==> config.mk <==
export PLATFORM = sky130hd
export DESIGN_NAME = avalon_master_arbiter
export DESIGN_NICKNAME = d
export VERILOG_FILES = /design/src/rtl/rasterizer_pkg.sv /design/src/rtl/arb_tag_fifo.sv /design/src/rtl/avalon_master_arbiter.sv
export SDC_FILE = /design/constraint.sdc
export NUM_CORES = 1
export LEC_CHECK = 0
export BUFFER_PORTS_ARGS = -buffer_cell sky130_fd_sc_hd__buf_2
export CELL_PAD_IN_SITES_DETAIL_PLACEMENT = 2
export CELL_PAD_IN_SITES_GLOBAL_PLACEMENT = 2
export CORE_UTILIZATION = 18
export CTS_BUF_LIST = sky130_fd_sc_hd__clkbuf_2
export DETAILED_ROUTE_END_ITERATION = 6
export GPL_TIMING_DRIVEN = 0
export HOLD_SLACK_MARGIN = 0.03
export PLACE_DENSITY_LB_ADDON = 0.1
export SLEW_MARGIN = 10
export SYNTH_ARGS = -nofsm -noshare
export SYNTH_HDL_FRONTEND = slang
export SYNTH_SLANG_ARGS = --single-unit
export TNS_END_PERCENT = 10
==> constraint.sdc <==
create_clock -name clock -period 5.3 [get_ports clock]
set_input_delay 0.265 -clock clock [delete_from_list [all_inputs] [get_ports clock]]
set_output_delay 0.265 -clock clock [all_outputs]
set_load 0.02 [all_outputs]
==> src/rtl/rasterizer_pkg.sv <==
// Shared arbiter types and default Avalon widths.
// Imported by the SDRAM master arbiter and its tag FIFO users.
package rasterizer_pkg;

    typedef enum logic {
        ARB_RR    = 1'b0,
        ARB_FIXED = 1'b1
    } arb_mode_e;

    localparam int AVM_ADDR_W = 26;
    localparam int AVM_DATA_W = 32;

endpackage

==> src/rtl/arb_tag_fifo.sv <==
// In-order FIFO of channel tags for outstanding reads.
// Push is refused when full, pop when empty.
module arb_tag_fifo #(
    parameter int DEPTH = 8,
    parameter int WIDTH = 2
) (
    input  logic                       clk,
    input  logic                       rst_n,
    input  logic                       push,
    input  logic [WIDTH-1:0]           push_data,
    input  logic                       pop,
    output logic [WIDTH-1:0]           pop_data,
    output logic                       full,
    output logic                       empty,
    output logic [$clog2(DEPTH):0]     count
);

    localparam int AW = $clog2(DEPTH);

    logic [WIDTH-1:0] mem [DEPTH];
    logic [AW-1:0]    wr_ptr;
    logic [AW-1:0]    rd_ptr;
    logic             do_push;
    logic             do_pop;

    assign full     = count == (AW+1)'(DEPTH);
    assign empty    = count == '0;
    assign do_push  = push & ~full;
    assign do_pop   = pop & ~empty;
    assign pop_data = mem[rd_ptr];

    always_ff @(posedge clk or negedge rst_n) begin
        if (!rst_n) begin
            wr_ptr <= '0;
            rd_ptr <= '0;
            count  <= '0;
        end else begin
            if (do_push) wr_ptr <= wr_ptr + 1'b1;
            if (do_pop)  rd_ptr <= rd_ptr + 1'b1;
            case ({do_push, do_pop})
                2'b10:   count <= count + 1'b1;
                2'b01:   count <= count - 1'b1;
                default: ;
            endcase
        end
    end

    // Tag storage needs no reset: entries are only read behind count.
    always_ff @(posedge clk) begin
        if (do_push) mem[wr_ptr] <= push_data;
    end

endmodule

==> src/rtl/avalon_master_arbiter.sv <==
// N-channel Avalon-MM arbiter onto one SDRAM master port.
// Grants are locked until accepted; read responses routed by tag.
module avalon_master_arbiter
    import rasterizer_pkg::*;
#(
    parameter int        NUM_CH      = 3,
    parameter int        ADDR_W      = AVM_ADDR_W,
    parameter int        DATA_W      = AVM_DATA_W,
    parameter int        MAX_PENDING = 8,
    parameter arb_mode_e ARB_MODE    = ARB_RR
) (
    input  logic                           clock,
    input  logic                           reset,
    input  logic [NUM_CH-1:0][ADDR_W-1:0]  ch_address,
    input  logic [NUM_CH-1:0]              ch_read,
    input  logic [NUM_CH-1:0]              ch_write,
    input  logic [NUM_CH-1:0][DATA_W/8-1:0] ch_byteenable,
    input  logic [NUM_CH-1:0][DATA_W-1:0]  ch_writedata,
    output logic [NUM_CH-1:0]              ch_waitrequest,
    output logic [DATA_W-1:0]              ch_readdata,
    output logic [NUM_CH-1:0]              ch_readdatavalid,
    output logic [ADDR_W-1:0]              mem_address,
    output logic                           mem_read,
    output logic                           mem_write,
    output logic [DATA_W/8-1:0]            mem_byteenable,
    output logic [DATA_W-1:0]              mem_writedata,
    input  logic [DATA_W-1:0]              mem_readdata,
    input  logic                           mem_readdatavalid,
    input  logic                           mem_waitrequest,
    output logic                           busy,
    output logic                           err_orphan
);

    localparam int TAG_W = $clog2(NUM_CH);
    localparam int CNT_W = $clog2(MAX_PENDING) + 1;

    logic [TAG_W-1:0]  rr_ptr;
    logic [TAG_W-1:0]  lock_ch;
    logic              lock_q;
    logic [TAG_W-1:0]  grant;
    logic              grant_vld;
    logic [NUM_CH-1:0] eligible;
    logic              wr_sel;
    logic              rd_sel;
    logic              accept;
    logic              push;
    logic              pop;
    logic [TAG_W-1:0]  head;
    logic              fifo_full;
    logic              fifo_empty;
    logic [CNT_W-1:0]  pending;

    // A write is never held back by a full tag FIFO.
    assign eligible = ch_write | (ch_read & {NUM_CH{~fifo_full}});

    always_comb begin
        int idx;
        idx       = 0;
        grant     = lock_ch;
        grant_vld = 1'b0;
        if (lock_q && eligible[lock_ch]) begin
            grant_vld = 1'b1;
        end else if (ARB_MODE == ARB_FIXED) begin
            for (int i = NUM_CH - 1; i >= 0; i--) begin
                if (eligible[i]) begin
                    grant     = TAG_W'(i);
                    grant_vld = 1'b1;
                end
            end
        end else begin
            for (int k = 0; k < NUM_CH; k++) begin
                idx = (int'(rr_ptr) + k) % NUM_CH;
                if (!grant_vld && eligible[idx]) begin
                    grant     = TAG_W'(idx);
                    grant_vld = 1'b1;
                end
            end
        end
    end

    assign wr_sel = grant_vld & ch_write[grant];
    assign rd_sel = grant_vld & ~ch_write[grant] & ch_read[grant];

    assign mem_write      = wr_sel & reset;
    assign mem_read       = rd_sel & reset;
    assign mem_address    = ch_address[grant];
    assign mem_byteenable = ch_byteenable[grant];
    assign mem_writedata  = ch_writedata[grant];

    assign accept = (mem_read | mem_write) & ~mem_waitrequest;
    assign push   = accept & mem_read;
    assign pop    = mem_readdatavalid & ~fifo_empty;

    always_comb begin
        ch_waitrequest   = '1;
        ch_readdatavalid = '0;
        if (accept) ch_waitrequest[grant] = 1'b0;
        if (pop)    ch_readdatavalid[head] = 1'b1;
    end

    assign ch_readdata = mem_readdata;
    assign busy        = pending != '0;

    arb_tag_fifo #(
        .DEPTH (MAX_PENDING),
        .WIDTH (TAG_W)
    ) u_tags (
        .clk       (clock),
        .rst_n     (reset),
        .push      (push),
        .push_data (grant),
        .pop       (pop),
        .pop_data  (head),
        .full      (fifo_full),
        .empty     (fifo_empty),
        .count     (pending)
    );

    always_ff @(posedge clock or negedge reset) begin
        if (!reset) begin
            rr_ptr     <= '0;
            lock_q     <= 1'b0;
            lock_ch    <= '0;
            err_orphan <= 1'b0;
        end else begin
            lock_q  <= (mem_read | mem_write) & mem_waitrequest;
            lock_ch <= grant;
            if (accept) rr_ptr <= TAG_W'((int'(grant) + 1) % NUM_CH);
            if (mem_readdatavalid && fifo_empty) err_orphan <= 1'b1;
        end
    end

endmodule

Word-level counts from Yosys, hierarchy flattened
Memory sizes are Yosys's and may differ from the RTL's.
Index checks and enable logic that the tools add are counted.
{"block": "classes", "n_addsub": 7, "n_lt_le_gt_ge": 8, "mul": 0, "eq_ne": 3, "reduce_logical": 11, "div_mod_pow": 4, "mux": 40, "shift": 0, "n_bitwise": 19}
{"operator": "less-than comparator 32 x 4 -> 1 bit (second input constant)", "n": 3}
{"operator": "modulo 32 x 3 -> 32 bit (second input constant)", "n": 3}
{"operator": "binary-select mux 32 bit (select 2 bit)", "n": 1}
{"operator": "binary-select mux 26 bit (select 2 bit)", "n": 1}
{"operator": "modulo 3 x 3 -> 32 bit (second input constant)", "n": 1}
{"operator": "two-way mux 32 bit", "n": 1}
{"operator": "two-way mux 26 bit", "n": 1}
{"operator": "two-way mux 1 bit", "n": 19}
{"operator": "binary-select mux 1 bit (select 2 bit)", "n": 6}
{"operator": "AND 1 bit", "n": 11}
{"operator": "less-than comparator 2 x 3 -> 1 bit (second input constant)", "n": 3}
{"operator": "binary-select mux 4 bit (select 2 bit)", "n": 1}
{"operator": "two-way mux 2 bit", "n": 4}
{"operator": "one-hot mux 4 bit (2 select lines)", "n": 1}
{"operator": "adder 2 x 1 -> 3 bit (second input constant)", "n": 2}
{"operator": "adder 3 x 1 -> 3 bit (second input constant)", "n": 2}
{"operator": "logical AND 1 bit", "n": 6}
{"operator": "two-way mux 3 bit", "n": 2}
{"operator": "adder 4 x 1 -> 4 bit (second input constant)", "n": 1}
{"operator": "demux 1 bit (select 2 bit)", "n": 2}
{"operator": "equality test 4 bit (second input constant)", "n": 1}
{"operator": ">= comparator 2 x 1 -> 1 bit (second input constant)", "n": 2}
{"operator": "zero test 4 bit", "n": 1}
{"operator": "two-way mux 4 bit", "n": 1}
{"operator": "12 further kinds", "n": 16}
{"block": "word_totals", "mem_bits_rw": 16, "latchBits": 0, "word_cells": 100, "output_inout_bits": 104, "register_bits": 16, "rom_bits": 0, "in_bits": 228, "n_memories": 1}
{"name": "u_tags.mem", "words": 8, "width": 2, "rd": 1, "rd_ports_with_merged_regs": 0, "wr": 1, "line_no": "arb_tag_fifo.sv:20", "source": "logic [WIDTH-1:0] mem [DEPTH];"}

Logic depth before layout (Yosys ltp)
{"block": "logic_depth", "depth_word": 29, "depth_mapped": 19, "depth_no_buf": 17}

Modules after synthesis
From an unflattened synthesis, not the netlist that was laid out.
{"block": "unflattened", "cells_unflattened": 370, "hier_area_um2": 4050.1}
{"mod": "avalon_master_arbiter", "area_each_um2": 2790.2, "n_inst": 1, "cells_per_inst": 280}
{"mod": "arb_tag_fifo", "area_each_um2": 1260.0, "n_inst": 1, "cells_per_inst": 90}

Worst setup path before layout
OpenSTA, ideal clock, no wires.
{"block": "synth_path", "path_kind": "reg2reg", "start": "reg u_tags.count[0]", "end": "reg u_tags.count[3]", "setup_slack_ps": 1254, "path_buffers": 2, "setup_ps": 125, "t_required_ps": 5175, "path_stages_with_launch": 17, "arrival_ps": 3921, "cell_sequence": "dfrtp_1 or4b_1 buf_4 a21o_1 o221a_2 o31a_2 inv_2 mux2_4 a221o_1 buf_6 ha_1 ha_1 a21o_1 a21oi_1 xnor2_1 nor2_1 xor2_1"}
{"block": "synth_between", "elab_chain_cells": 29}
{"element": "start, declared", "line_no": "arb_tag_fifo.sv:15", "source": "output logic [$clog2(DEPTH):0] count"}
{"element": "start signal, assigned", "line_no": "arb_tag_fifo.sv:41", "source": "2'b10: count <= count + 1'b1;"}
{"element": "start signal, assigned", "line_no": "arb_tag_fifo.sv:42", "source": "2'b01: count <= count - 1'b1;"}
{"element": "equality test 4 bit", "line_no": "arb_tag_fifo.sv:26", "source": "assign full = count == (AW+1)'(DEPTH);"}
{"element": "NOT 1 bit", "line_no": "arb_tag_fifo.sv:28, avalon_master_arbiter.sv:54"}
{"element": "AND 3 bit", "line_no": "avalon_master_arbiter.sv:54", "source": "assign eligible = ch_write | (ch_read & {NUM_CH{~fifo_full}});"}
{"element": "bitwise OR 3 bit", "line_no": "avalon_master_arbiter.sv:54"}
{"element": "binary-select mux 1 bit (select 2 bit)", "line_no": "avalon_master_arbiter.sv:73", "source": "if (!grant_vld && eligible[idx]) begin"}
{"element": "two-way mux 1 bit (not written as such) (2 in series)", "line_no": "avalon_master_arbiter.sv:73"}
{"element": "two-way mux 1 bit", "line_no": "avalon_master_arbiter.sv:73"}
{"element": "two-way mux 1 bit", "line_no": "avalon_master_arbiter.sv:61", "source": "if (lock_q && eligible[lock_ch]) begin"}
{"element": "(+11 left out)"}
{"element": "AND 1 bit (2 in series)", "line_no": "avalon_master_arbiter.sv:82", "source": "assign rd_sel = grant_vld & ~ch_write[grant] & ch_read[grant];"}
{"element": "AND 1 bit", "line_no": "avalon_master_arbiter.sv:85", "source": "assign mem_read = rd_sel & reset;"}
{"element": "bitwise OR 1 bit", "line_no": "avalon_master_arbiter.sv:90", "source": "assign accept = (mem_read | mem_write) & ~mem_waitrequest;"}
{"element": "AND 1 bit", "line_no": "avalon_master_arbiter.sv:90"}
{"element": "AND 1 bit", "line_no": "avalon_master_arbiter.sv:91", "source": "assign push = accept & mem_read;"}
{"element": "AND 1 bit", "line_no": "arb_tag_fifo.sv:28", "source": "assign do_push = push & ~full;"}
{"element": "equality test 2 x 1 -> 1 bit / equality test 2 bit (equally long branches)", "line_no": "arb_tag_fifo.sv:40", "source": "case ({do_push, do_pop})"}
{"element": "one-hot mux 4 bit (2 select lines) / nonzero test 2 bit (equally long branches)"}
Several ways; a longest one is shown, not always the timed one. The select of a mux whose other input is x is not followed.
A chain may end at the register's enable or synchronous reset.

Worst setup path after layout
Ends and elaborated chain as after synthesis.

==> flow_metrics.tcl <==
set metrics [dict create \
    holdPathStages 3 \
    synth_cell_types 59 \
    grt_pass1_vias 4703 \
    cts_tree "built" \
    synth_area_leader_cell "mux2i_1" \
    hold_ws_ns 0.1550 \
    placed_area_um2 5305 \
    cp-start-kind "register" \
    reg2reg_setup_slack_ns 0.84 \
    cts_buffers 5 \
    grt_max_degree 19 \
    grt_usage_pct 17.76 \
    synth-edff-count 16 \
    tns_ns 0 \
    max_freq_mhz 224.0 \
    clkSinkCount 32 \
    async_flop_share_pct 50.00 \
    synthCells 413 \
    clock_skew_ns 0.01385 \
    n_fill_cell 2322 \
    coreArea_um2 18830 \
    finalHoldViolCount 0 \
    yosysWarnings 0 \
    synthFlopType "edfxtp_1" \
    grt_antenna_before_repair 9 \
    period_minus_slack_ns 4.464 \
    max_stage_delay_ns 0.51 \
    cts_resized 0 \
    syn_area_um2 3488 \
    cellPowerDensity_nw_per_um2 644.7 \
    vias_per_cell 4.379 \
    finalPower_uw 3475 \
    fp-row-count 50 \
    path_buf_inv 3 \
    reg2reg_depth 17 \
    grt_pass1_wl_um 26870 \
    crit_arrival_ns 4.72 \
    layout-drive-gt1-share_pct 51.53 \
    timing.final.crit_share_pct 84.22 \
    worstPathCellList "or4b_1 -> buf_4 -> a21oi_1 -> nor4b_2 -> o22a_1 -> o31a_2 -> inv_2 -> mux2_4 -> a221o_1 -> buf_6 -> ha_1 -> ha_1 -> a21o_1 -> a21oi_1 -> xnor2_1 -> nor2_1 -> xor2_1" \
    vias 4313 \
    setup-violations-final 0 \
    slowest_stage "or4b_1" \
    timing.rr.start "u_tags.count[0]$_DFFE_PN0P_" \
    grt_overflow_total 0 \
    cellLeakagePower_uw 0.002576 \
    endpoint_kind "register" \
    crit_type "register to register" \
    die_area_um2 19940 \
    clk_pin_slew_ns 0.16 \
    path_delay_family "compound AO/OA/AOI/OAI gates" \
    hold_path_end "err_orphan$_DFFE_PN0P_" \
    drc 0 \
    final_common_cell "buf_2" \
    rsz0062_at_grt "no" \
    cp_data_required_time_ns 5.55 \
    area.growth.synth_to_final_pct 54.52 \
    ys_top_cells_by_area "mux2i_1 (19%), edfxtp_1 (14%), dfrtp_1 (11%)" \
    fp.dieW_um 141.2 \
    mostFrequentLayoutCells "buf_2 (310), nand2_1 (76), o21ai_0 (70)" \
    synth_nets 650 \
    postRouteAntennaNets 0 \
    clk_latency_ns 0.36 \
    vdd_ir_drop_max_uv 185.2 \
    wire_per_inst_um 18.49 \
    critical_path_peak_fanout 10 \
    dr.first_iter.drc_count 123 \
    place.gp.congestion 0.7745 \
    final_area_um2 5390 \
    worst_pin_slew_ns 0.6952 \
    avgSynthCellArea_um2 8.446 \
    drt_wl_total_um 18220 \
    ios 332 \
    cts_max_path_buffers 2 \
    drtPass1Iterations 4 \
    cap_viol_max_count 0 \
    initial_core_util_pct 18.52 \
    portBuffers 298 \
    ys_seq_area_share_pct 25.25 \
    slew_headroom_pct 53.65 \
    maxSlewViolCount 0 \
    synth_top_cell_area_share_pct 18.94 \
    status "finished, final reports clean" \
    worstHoldStart "mem_readdatavalid" \
    dp_hpwl_um 15980 \
    r2r_end "u_tags.count[3]$_DFFE_PN0P_" \
    htreeDepth 2 \
    clockRootBuffer "clkbuf_2" \
    ys_seq_elements 32 \
    dieHeight_um 141.2 \
    nNetsFinal 956 \
    min_path_type "input pin to register" \
]
## synthesized netlist by cell type (all sizes together) (2+ instances only)
cell type / number
mux2i: 66
a21oi: 5
a211oi: 2
buf: 48
xnor2: 6
inv: 14
nand3: 4
nand2: 76
or2: 2
a2111oi: 2
o21ai: 70
mux2: 3
edfxtp: 16
nor4: 2
a21o: 4
clkbuf: 12
mux4: 4
ha: 8
a221oi: 4
nor4b: 6
nor3: 7
xor2: 2
o2111ai: 2
nor2: 10
dfrtp: 16
o31a: 2
## logic make-up after synthesis
logic type | after synthesis | share of synthesized area [%]
AOI/OAI and AO/OA | 103 | 18.80
xor gates and xnor gates | 8 | 2.009
adders and majority gates | 9 | 3.443
buffers and inverters | 75 | 12.48
DFF | 32 | 25.25
muxes | 73 | 22.60
and+or+nand+nor | 113 | 15.42
## routing by layer
| metal | share of wire, % | global-route usage (%) | vias up | wire (um) |
|---|---|---|---|---|
| met5 | 0.36 | 0 | - | 66 |
| li1 | - | - | 2063 | - |
| met4 | 0.96 | 2.918 | 8 | 175 |
| met3 | 8.1 | 6.488 | 19 | 1481 |
| met1 | 36 | 17.93 | 2087 | 6469 |
| met2 | 55 | 34.81 | 136 | 10020 |
## sequential cells by signal, summed over array words and instances (netlist names)
register       flops
u_tags.count       4
lock_ch            2
u_tags.mem        16
u_tags.wr_ptr      3
rr_ptr             2
lock_q             1
u_tags.rd_ptr      3
err_orphan         1
## worst max-delay path by stage
stage / startpoint / to / slack (ns) / cells after the start
after detailed placement: u_tags.count[0]$_DFFE_PN0P_ / u_tags.count[3]$_DFFE_PN0P_ / 0.88 / 17
after global placement: u_tags.count[0]$_DFFE_PN0P_ / u_tags.count[3]$_DFFE_PN0P_ / 0.93 / 17
after CTS: u_tags.count[0]$_DFFE_PN0P_ / mem_writedata[29] / 0.73 / 12
after global routing: u_tags.count[0]$_DFFE_PN0P_ / mem_writedata[29] / 0.46 / 12
after floorplan: u_tags.count[0]$_DFFE_PN0P_ / u_tags.count[3]$_DFFE_PN0P_ / 1.25 / 16
final: u_tags.count[0]$_DFFE_PN0P_ / u_tags.count[3]$_DFFE_PN0P_ / 0.84 / 17
## through the flow
stage	instances	util, %	setup slack (ns)
after global routing	980	28.56	0.4598
final	985	28.62	0.8362
after detailed placement	971	28.17	0.8797
after CTS	980	28.56	0.7332
after floorplan	413	-	1.254
after global placement	971	28.17	0.9287
## worst register-to-register path, cell delays in order, from the launching register on
cell     delay, ns
dfrtp_1       0.47
or4b_1        0.51
buf_4         0.19
a21oi_1       0.32
nor4b_2       0.09
o22a_1        0.21
o31a_2        0.37
inv_2         0.08
mux2_4        0.32
a221o_1       0.40
buf_6         0.17
ha_1          0.23
ha_1          0.29
a21o_1        0.18
a21oi_1       0.16
xnor2_1       0.15
nor2_1        0.07
xor2_1        0.14
## cell type report
cell class	count	area (um2)	share of cell area, %
Multi-Input combinational cell	306	2172	40.30
Timing Repair Buffer	299	1501	27.86
Sequential cell	32	880.8	16.34
Buffer	60	379.1	7.033
Tap cell	260	325.3	6.035
Inverter	15	56.30	1.045
Clock inverter	3	37.54	0.6964
Clock buffer	5	25.02	0.4643
Antenna cell	5	12.51	0.2321
## repair_timing
action,in CTS,in global routing
buffers inserted,0,0
hold buffers,1,0
endpoints found under the hold margin,16,0
## power by group
group          internal, uW  leakage, uW  switching, uW  total, uW
Clock                  77.0    0.0000381           82.5        160
Combinational           984      0.00220           1900       2890
Sequential              358     0.000338           71.8        430
Total                  1420      0.00258           2060       3470
Power figures use the tool's default switching activity.
